==> src/rtl/bus_command_controller_pkg.sv <==
// Shared types for the 8288-style bus command controller: status codes,
// T-state encoding, strobe vector layout and the read-cycle classifier.
package bus_cmd_pkg;

  typedef enum logic [2:0] {
    BS_INTA    = 3'b000,
    BS_IOR     = 3'b001,
    BS_IOW     = 3'b010,
    BS_HALT    = 3'b011,
    BS_FETCH   = 3'b100,
    BS_MEMR    = 3'b101,
    BS_MEMW    = 3'b110,
    BS_PASSIVE = 3'b111
  } bus_status_t;

  typedef enum logic [2:0] {
    ST_IDLE = 3'd0,
    ST_T1   = 3'd1,
    ST_T2   = 3'd2,
    ST_T3   = 3'd3,
    ST_T4   = 3'd4
  } bus_state_t;

  localparam logic [2:0] STATUS_PASSIVE = 3'b111;

  localparam int STB_W    = 5;
  localparam int STB_INTA = 0;
  localparam int STB_IOR  = 1;
  localparam int STB_IOW  = 2;
  localparam int STB_MEMR = 3;
  localparam int STB_MEMW = 4;

  typedef logic [STB_W-1:0] strobe_vec_t;

  // Reads and INTA turn the data transceiver toward the processor.
  function automatic logic is_read(input bus_status_t s);
    case (s)
      BS_INTA, BS_IOR, BS_FETCH, BS_MEMR: is_read = 1'b1;
      default:                            is_read = 1'b0;
    endcase
  endfunction

endpackage

==> src/rtl/bus_command_controller_if.sv <==
// Processor-side status inputs and chipset-side command outputs of the
// bus command controller, bundled with producer/consumer modports.
interface bus_command_controller_if;
  logic       cpu_clock_en;
  logic [2:0] processor_status;
  logic       address_enable_n;
  logic       address_latch_enable;
  logic       data_bus_direction;
  logic       data_enable;
  logic       io_read_n;
  logic       io_write_n;
  logic       memory_read_n;
  logic       memory_write_n;
  logic       interrupt_acknowledge_n;
  logic       halted;

  modport master (
    output cpu_clock_en, processor_status, address_enable_n,
    input  address_latch_enable, data_bus_direction, data_enable,
    input  io_read_n, io_write_n, memory_read_n, memory_write_n,
    input  interrupt_acknowledge_n, halted
  );

  modport slave (
    input  cpu_clock_en, processor_status, address_enable_n,
    output address_latch_enable, data_bus_direction, data_enable,
    output io_read_n, io_write_n, memory_read_n, memory_write_n,
    output interrupt_acknowledge_n, halted
  );
endinterface

==> src/rtl/bus_command_controller_decoder.sv <==
// Maps a latched bus status to its single command strobe (one-hot, active
// high) and flags whether the cycle moves data toward the processor.
module bus_status_decoder
  import bus_cmd_pkg::*;
(
  input  bus_status_t status_i,
  output strobe_vec_t strobe_o,
  output logic        read_o
);

  // One strobe per status code; HALT and PASSIVE drive none.
  always_comb begin
    strobe_o = '0;
    case (status_i)
      BS_INTA:          strobe_o[STB_INTA] = 1'b1;
      BS_IOR:           strobe_o[STB_IOR]  = 1'b1;
      BS_IOW:           strobe_o[STB_IOW]  = 1'b1;
      BS_FETCH, BS_MEMR: strobe_o[STB_MEMR] = 1'b1;
      BS_MEMW:          strobe_o[STB_MEMW] = 1'b1;
      default:          strobe_o = '0;
    endcase
    read_o = is_read(status_i);
  end

endmodule

==> src/rtl/bus_command_controller.sv <==
// 8288-style bus controller: sequences ALE, DT/R, DEN and the command
// strobes through T1..T4 from the 8088 status lines.
module bus_command_controller
  import bus_cmd_pkg::*;
#(
  parameter bit ADVANCED_WRITE = 1'b0
) (
  input logic                      clock,
  input logic                      reset_n,
  bus_command_controller_if.slave  bus
);

  bus_state_t  state_q, state_d;
  bus_status_t cycle_q, cycle_d;
  logic        ale_q, ale_d;
  logic        dtr_q, dtr_d;
  logic        den_q, den_d;
  logic        halted_q, halted_d;
  strobe_vec_t strobe_n_q, strobe_n_d;

  bus_status_t status_s;
  logic        passive_s;
  strobe_vec_t dec_strobe_s;
  logic        dec_read_s;

  assign status_s  = bus_status_t'(bus.processor_status);
  assign passive_s = (bus.processor_status == STATUS_PASSIVE);

  // Decode the cycle type that will be current after the edge, so outputs
  // register in step with the state.
  bus_status_decoder u_decoder (
    .status_i (cycle_d),
    .strobe_o (dec_strobe_s),
    .read_o   (dec_read_s)
  );

  // State and latched cycle type.
  always_ff @(posedge clock or negedge reset_n) begin
    if (!reset_n) begin
      state_q <= ST_IDLE;
      cycle_q <= BS_PASSIVE;
    end else begin
      state_q <= state_d;
      cycle_q <= cycle_d;
    end
  end

  // T-state sequencing; the cycle type is only sampled on T1 entry.
  always_comb begin
    state_d = state_q;
    cycle_d = cycle_q;
    if (bus.cpu_clock_en) begin
      case (state_q)
        ST_IDLE: begin
          if (!passive_s) begin
            state_d = ST_T1;
            cycle_d = status_s;
          end else begin
            state_d = ST_IDLE;
          end
        end
        ST_T1: begin
          if (cycle_q == BS_HALT) state_d = ST_IDLE;
          else                    state_d = ST_T2;
        end
        ST_T2:   state_d = ST_T3;
        ST_T3: begin
          if (passive_s) state_d = ST_T4;
          else           state_d = ST_T3;
        end
        ST_T4: begin
          if (!passive_s) begin
            state_d = ST_T1;
            cycle_d = status_s;
          end else begin
            state_d = ST_IDLE;
          end
        end
        default: state_d = ST_IDLE;
      endcase
    end else begin
      state_d = state_q;
    end
  end

  // Output values for the upcoming state; a held state recomputes the held values.
  always_comb begin
    ale_d      = 1'b0;
    dtr_d      = 1'b1;
    den_d      = 1'b0;
    strobe_n_d = '1;
    case (state_d)
      ST_T1: begin
        ale_d = 1'b1;
        dtr_d = ~dec_read_s;
      end
      ST_T2: begin
        dtr_d = ~dec_read_s;
        den_d = 1'b1;
        if (dec_read_s || ADVANCED_WRITE) strobe_n_d = ~dec_strobe_s;
        else                              strobe_n_d = '1;
      end
      ST_T3: begin
        dtr_d      = ~dec_read_s;
        den_d      = 1'b1;
        strobe_n_d = ~dec_strobe_s;
      end
      default: begin
        ale_d = 1'b0;
      end
    endcase
    if ((state_d == ST_T1) && (state_q != ST_T1)) halted_d = (cycle_d == BS_HALT);
    else                                          halted_d = halted_q;
  end

  // Output registers.
  always_ff @(posedge clock or negedge reset_n) begin
    if (!reset_n) begin
      ale_q      <= 1'b0;
      dtr_q      <= 1'b1;
      den_q      <= 1'b0;
      halted_q   <= 1'b0;
      strobe_n_q <= '1;
    end else begin
      ale_q      <= ale_d;
      dtr_q      <= dtr_d;
      den_q      <= den_d;
      halted_q   <= halted_d;
      strobe_n_q <= strobe_n_d;
    end
  end

  // A DMA master owning the bus masks the commands without disturbing the sequence.
  assign bus.address_latch_enable    = ale_q;
  assign bus.data_bus_direction      = dtr_q;
  assign bus.data_enable             = den_q;
  assign bus.halted                  = halted_q;
  assign bus.io_read_n               = strobe_n_q[STB_IOR]  | bus.address_enable_n;
  assign bus.io_write_n              = strobe_n_q[STB_IOW]  | bus.address_enable_n;
  assign bus.memory_read_n           = strobe_n_q[STB_MEMR] | bus.address_enable_n;
  assign bus.memory_write_n          = strobe_n_q[STB_MEMW] | bus.address_enable_n;
  assign bus.interrupt_acknowledge_n = strobe_n_q[STB_INTA] | bus.address_enable_n;

endmodule

==> src/flat_wrapper.sv <==
// flat-port wrapper written by rule: the top's interface ports become plain ports
module bus_command_controller_flat import bus_cmd_pkg::*;
#(
  parameter bit ADVANCED_WRITE = 1'b0
)
  (clock, reset_n, bus_cpu_clock_en, bus_processor_status, bus_address_enable_n, bus_address_latch_enable, bus_data_bus_direction, bus_data_enable, bus_io_read_n, bus_io_write_n, bus_memory_read_n, bus_memory_write_n, bus_interrupt_acknowledge_n, bus_halted);
  bus_command_controller_if bus_i ();
  input logic clock;
  input logic reset_n;
  input wire logic [$bits(bus_i.cpu_clock_en)-1:0] bus_cpu_clock_en;
  input wire logic [$bits(bus_i.processor_status)-1:0] bus_processor_status;
  input wire logic [$bits(bus_i.address_enable_n)-1:0] bus_address_enable_n;
  output wire logic [$bits(bus_i.address_latch_enable)-1:0] bus_address_latch_enable;
  output wire logic [$bits(bus_i.data_bus_direction)-1:0] bus_data_bus_direction;
  output wire logic [$bits(bus_i.data_enable)-1:0] bus_data_enable;
  output wire logic [$bits(bus_i.io_read_n)-1:0] bus_io_read_n;
  output wire logic [$bits(bus_i.io_write_n)-1:0] bus_io_write_n;
  output wire logic [$bits(bus_i.memory_read_n)-1:0] bus_memory_read_n;
  output wire logic [$bits(bus_i.memory_write_n)-1:0] bus_memory_write_n;
  output wire logic [$bits(bus_i.interrupt_acknowledge_n)-1:0] bus_interrupt_acknowledge_n;
  output wire logic [$bits(bus_i.halted)-1:0] bus_halted;
  assign bus_i.cpu_clock_en = bus_cpu_clock_en;
  assign bus_i.processor_status = bus_processor_status;
  assign bus_i.address_enable_n = bus_address_enable_n;
  assign bus_address_latch_enable = bus_i.address_latch_enable;
  assign bus_data_bus_direction = bus_i.data_bus_direction;
  assign bus_data_enable = bus_i.data_enable;
  assign bus_io_read_n = bus_i.io_read_n;
  assign bus_io_write_n = bus_i.io_write_n;
  assign bus_memory_read_n = bus_i.memory_read_n;
  assign bus_memory_write_n = bus_i.memory_write_n;
  assign bus_interrupt_acknowledge_n = bus_i.interrupt_acknowledge_n;
  assign bus_halted = bus_i.halted;
  bus_command_controller #(.ADVANCED_WRITE(ADVANCED_WRITE)) u_core (.clock(clock), .reset_n(reset_n), .bus(bus_i));
endmodule
==> config.mk <==
export PLATFORM = sky130hd
export DESIGN_NAME = bus_command_controller_flat
export DESIGN_NICKNAME = d
export VERILOG_FILES = /design/src/rtl/bus_command_controller_pkg.sv /design/src/rtl/bus_command_controller_if.sv /design/src/rtl/bus_command_controller_decoder.sv /design/src/rtl/bus_command_controller.sv /design/src/flat_wrapper.sv
export SDC_FILE = /design/constraint.sdc
export NUM_CORES = 1
export LEC_CHECK = 0
export ABC_AREA = 1
export CORE_ASPECT_RATIO = 1.5
export CORE_UTILIZATION = 35
export DETAILED_ROUTE_END_ITERATION = 10
export PLACE_DENSITY_LB_ADDON = 0.25
export SYNTH_ARGS = -nofsm -noshare
export SYNTH_HDL_FRONTEND = slang
export SYNTH_SLANG_ARGS = --single-unit
==> constraint.sdc <==
create_clock -name clock -period 2.8 [get_ports clock]
set_clock_uncertainty 0.1 [all_clocks]
set_input_delay 0.28 -clock clock [delete_from_list [all_inputs] [get_ports clock]]
set_output_delay 0.28 -clock clock [all_outputs]
set_load 0.005 [all_outputs]
==> impl_metrics.py <==
metrics = {
    "status": {
        "status": "complete, no violations",
    },
    "floorplanning": {
        "io_pins": 16,
        "start_util_pct": 36.9,
        "fp.dieW_um": 39.7,
        "die-height_um": 58.6,
        "rows": 20,
        "core_mm2": 0.00203,
        "die_area_mm2": 0.00233,
    },
    "critical_path": {
        "crit_slowest_cell": "clkdlybuf4s50_1",
        "worstPathRequired_ns": 2.42,
        "r2r-end": "u_core.strobe_n_q[0]",
        "crit_path_frequent_cell": "clkdlybuf4s50_1",
        "reg2reg_setup_slack_ns": 1.44,
        "r2r_cells": 8,
        "critPathCaptureType": "primary output",
        "crit_buf_inv": 2,
        "start_kind": "input pin",
        "path_depth": 3,
        "critPathTopFamily": "buffers and inverters",
        "crit_type": "input pin to primary output",
        "worst_ep_arrival_time_ns": 1.48,
        "reg2reg_from": "u_core.state_q[0]",
        "cpPeakStageDelay_ns": 0.45,
        "crit_start": "bus_address_enable_n",
        "cp_max_fo": 5,
        "cp-endpoint": "bus_memory_read_n",
        "crit_chain": "clkdlybuf4s50_1 > or2_2 > clkdlybuf4s50_1",
    },
    "placement": {
        "hpwl_mm": 1.05,
        "gp_congestion": 0.820,
        "port_buffers": 15,
    },
    "global_route": {
        "grt-ovfl-total": 0,
        "grt_pass1_wl_mm": 2.51,
        "grt_pass1_vias": 629,
        "grt_start_max_net_pins": 16,
        "antenna_found_initial": 0,
        "grtUsageTotal_pct": 15.8,
    },
    "cts": {
        "htreeDepth": 1,
        "cts-root-buf": "clkbuf_4",
        "numCtsBuffers": 3,
        "cts_tree": "yes",
        "cts_hold_buffers": 0,
        "postCtsSetupRepairBufs": 0,
        "cts-resized-gates": 0,
        "cts_buffer_depth": 2,
        "clk_latency_ns": 0.28,
        "clkTransAtPathRegs_ns": 0.09,
        "cts.sinks": 15,
    },
    "layout": {
        "drive_above_1_share_pct": 31.1,
        "n_antenna_cell": 0,
        "final_nets": 114,
        "area_delta_synth_final_pct": 27.3,
    },
    "sta": {
        "hold_viol": 0,
        "rsz0062_at_grt": "false",
        "finalSetupViolCount": 0,
        "worstMarginPinSlew_ns": 0.664,
        "period_share_pct": 66.4,
        "slew_headroom_pct": 55.6,
        "fin_setup_tns_ns": 0,
        "min_period_ns": 1.86,
        "slew_viol_final": 0,
        "clock.fmax_mhz": 538,
    },
    "route": {
        "wire_per_inst_um": 10.9,
        "route.detailed.drc": 0,
        "wirelength_mm": 1.40,
        "viasPerCell": 4.65,
        "vias": 595,
        "drtPass1Iterations": 3,
        "drt-initial-drc-count": 11,
        "drtAntennaViolNets": 0,
    },
    "yosys": {
        "avgSynthCellArea_um2": 8.59,
        "yosysTopAreaCell": "dfstp_2",
        "yosys-top-cells-area": "dfstp_2 (32%), dfrtp_1 (20%), nand2_1 (10%)",
        "synth-main-ff-cell": "dfstp_2",
        "synth_top_area_share_pct": 31.7,
        "synth_cell_types": 17,
        "synth_area_um2": 747,
        "synth_nets": 94,
        "yosysSeqAreaShare_pct": 51.8,
        "async_reset_ff_share_pct": 100,
        "synth_cells": 87,
        "synth_warnings": 0,
        "ys_ff_latch": 15,
        "synth_most_common_cell": "nand2_1",
        "ys_top_cells_by_count": "nand2_1 (20), inv_1 (12), nor2_1 (10)",
        "synth_edf_count": 0,
    },
    "hold_path": {
        "hold_path_class": "input pin to asynchronous set/reset pin",
    },
    "power_and_ir_drop": {
        "leakage_uw": 0.000451,
        "fin_total_pwr_uw": 869,
        "p_per_area_mw_per_mm2": 914,
        "ir_drop_mv": 0.395,
    },
    "run": {
        "drv_cap": 0,
    },
}
[sequential cells by signal (all words and copies together), names as in the netlist]
signal and count:
u_core.bus.address_latch_enable 1, u_core.bus.data_bus_direction 1, u_core.bus.data_enable 1, u_core.bus.halted 1, u_core.cycle_q 3, u_core.state_q 3, u_core.strobe_n_q 5
[report_power, final]
part           switching, µW  internal, µW  leakage, µW
logic                    211           160     0.000269
clock network           68.3          55.2    0.0000150
registers               43.7           331     0.000167
total                    323           546     0.000451
[layout by cell type, fill, tap and decap left out]
cell type | synthesis | layout
nand2_4 | 1 | 1
clkbuf_1 | 0 | 1
clkinv_2 | 1 | 1
nand2_1 | 20 | 20
nor2_1 | 10 | 10
nor2_2 | 4 | 4
clkbuf_4 | 0 | 3
dfrtp_1 | 6 | 6
nand3_4 | 1 | 1
dfstp_2 | 9 | 9
a21oi_1 | 1 | 1
nand2_2 | 4 | 4
nor2_4 | 1 | 1
inv_1 | 12 | 12
inv_2 | 2 | 2
or2_2 | 5 | 5
nand3_2 | 2 | 2
nand3_1 | 5 | 5
nand4_1 | 3 | 3
clkdlybuf4s50_1 | 0 | 15
[cell type report]
class	count	area [µm²]
Clock buffer	4	26.3
Multi-Input combinational cell	57	303
Inverter	15	57.6
Timing Repair Buffer	15	150
Tap cell	22	27.5
Sequential cell	15	387
Fill cell	196	1080
[per-layer routing]
metal	vias to the layer above	wire [µm]	track usage (%)
li1	303	-	-
met1	283	602	18.2
met2	7	747	25.8
met3	2	33	3.40
met4	0	16	8.87
met5	-	0	0
[worst min-delay path by stage]
stage                       from                              end  slack (ns)  cells after the start
6_report                 reset_n                u_core.state_q[2]        0.30                      1
5_1_grt                  reset_n                u_core.state_q[2]        0.36                      1
4_1_cts                  reset_n                u_core.state_q[2]        0.32                      1
3_5_place_dp   u_core.bus.halted                u_core.bus.halted        0.38                      2
3_3_place_gp   u_core.bus.halted                u_core.bus.halted        0.37                      2
2_1_floorplan            reset_n  u_core.bus.address_latch_enable       -0.12                      0
[logic make-up after synthesis]
logic type / count (synthesis) / synth area share (%)
compound gates: 1 / 0.669
buf+inv: 15 / 7.70
flops: 15 / 51.8
simple gates: 56 / 39.9
[per-stage QoR]
step / area (µm²) / cells / setup WS (ns) / hold WS (ns) / util (%)
4_1_cts: 951 / 128 / 0.918 / 0.322 / 46.9
3_3_place_gp: 925 / 124 / 0.943 / 0.365 / 45.6
2_1_floorplan: 747 / 87 / 1.60 / -0.116 / -
6_report: 951 / 128 / 0.942 / 0.295 / 46.9
5_1_grt: 951 / 128 / 0.871 / 0.358 / 46.9
3_5_place_dp: 925 / 124 / 0.925 / 0.379 / 45.6
No activity file was read; power rests on OpenSTA's default activity.
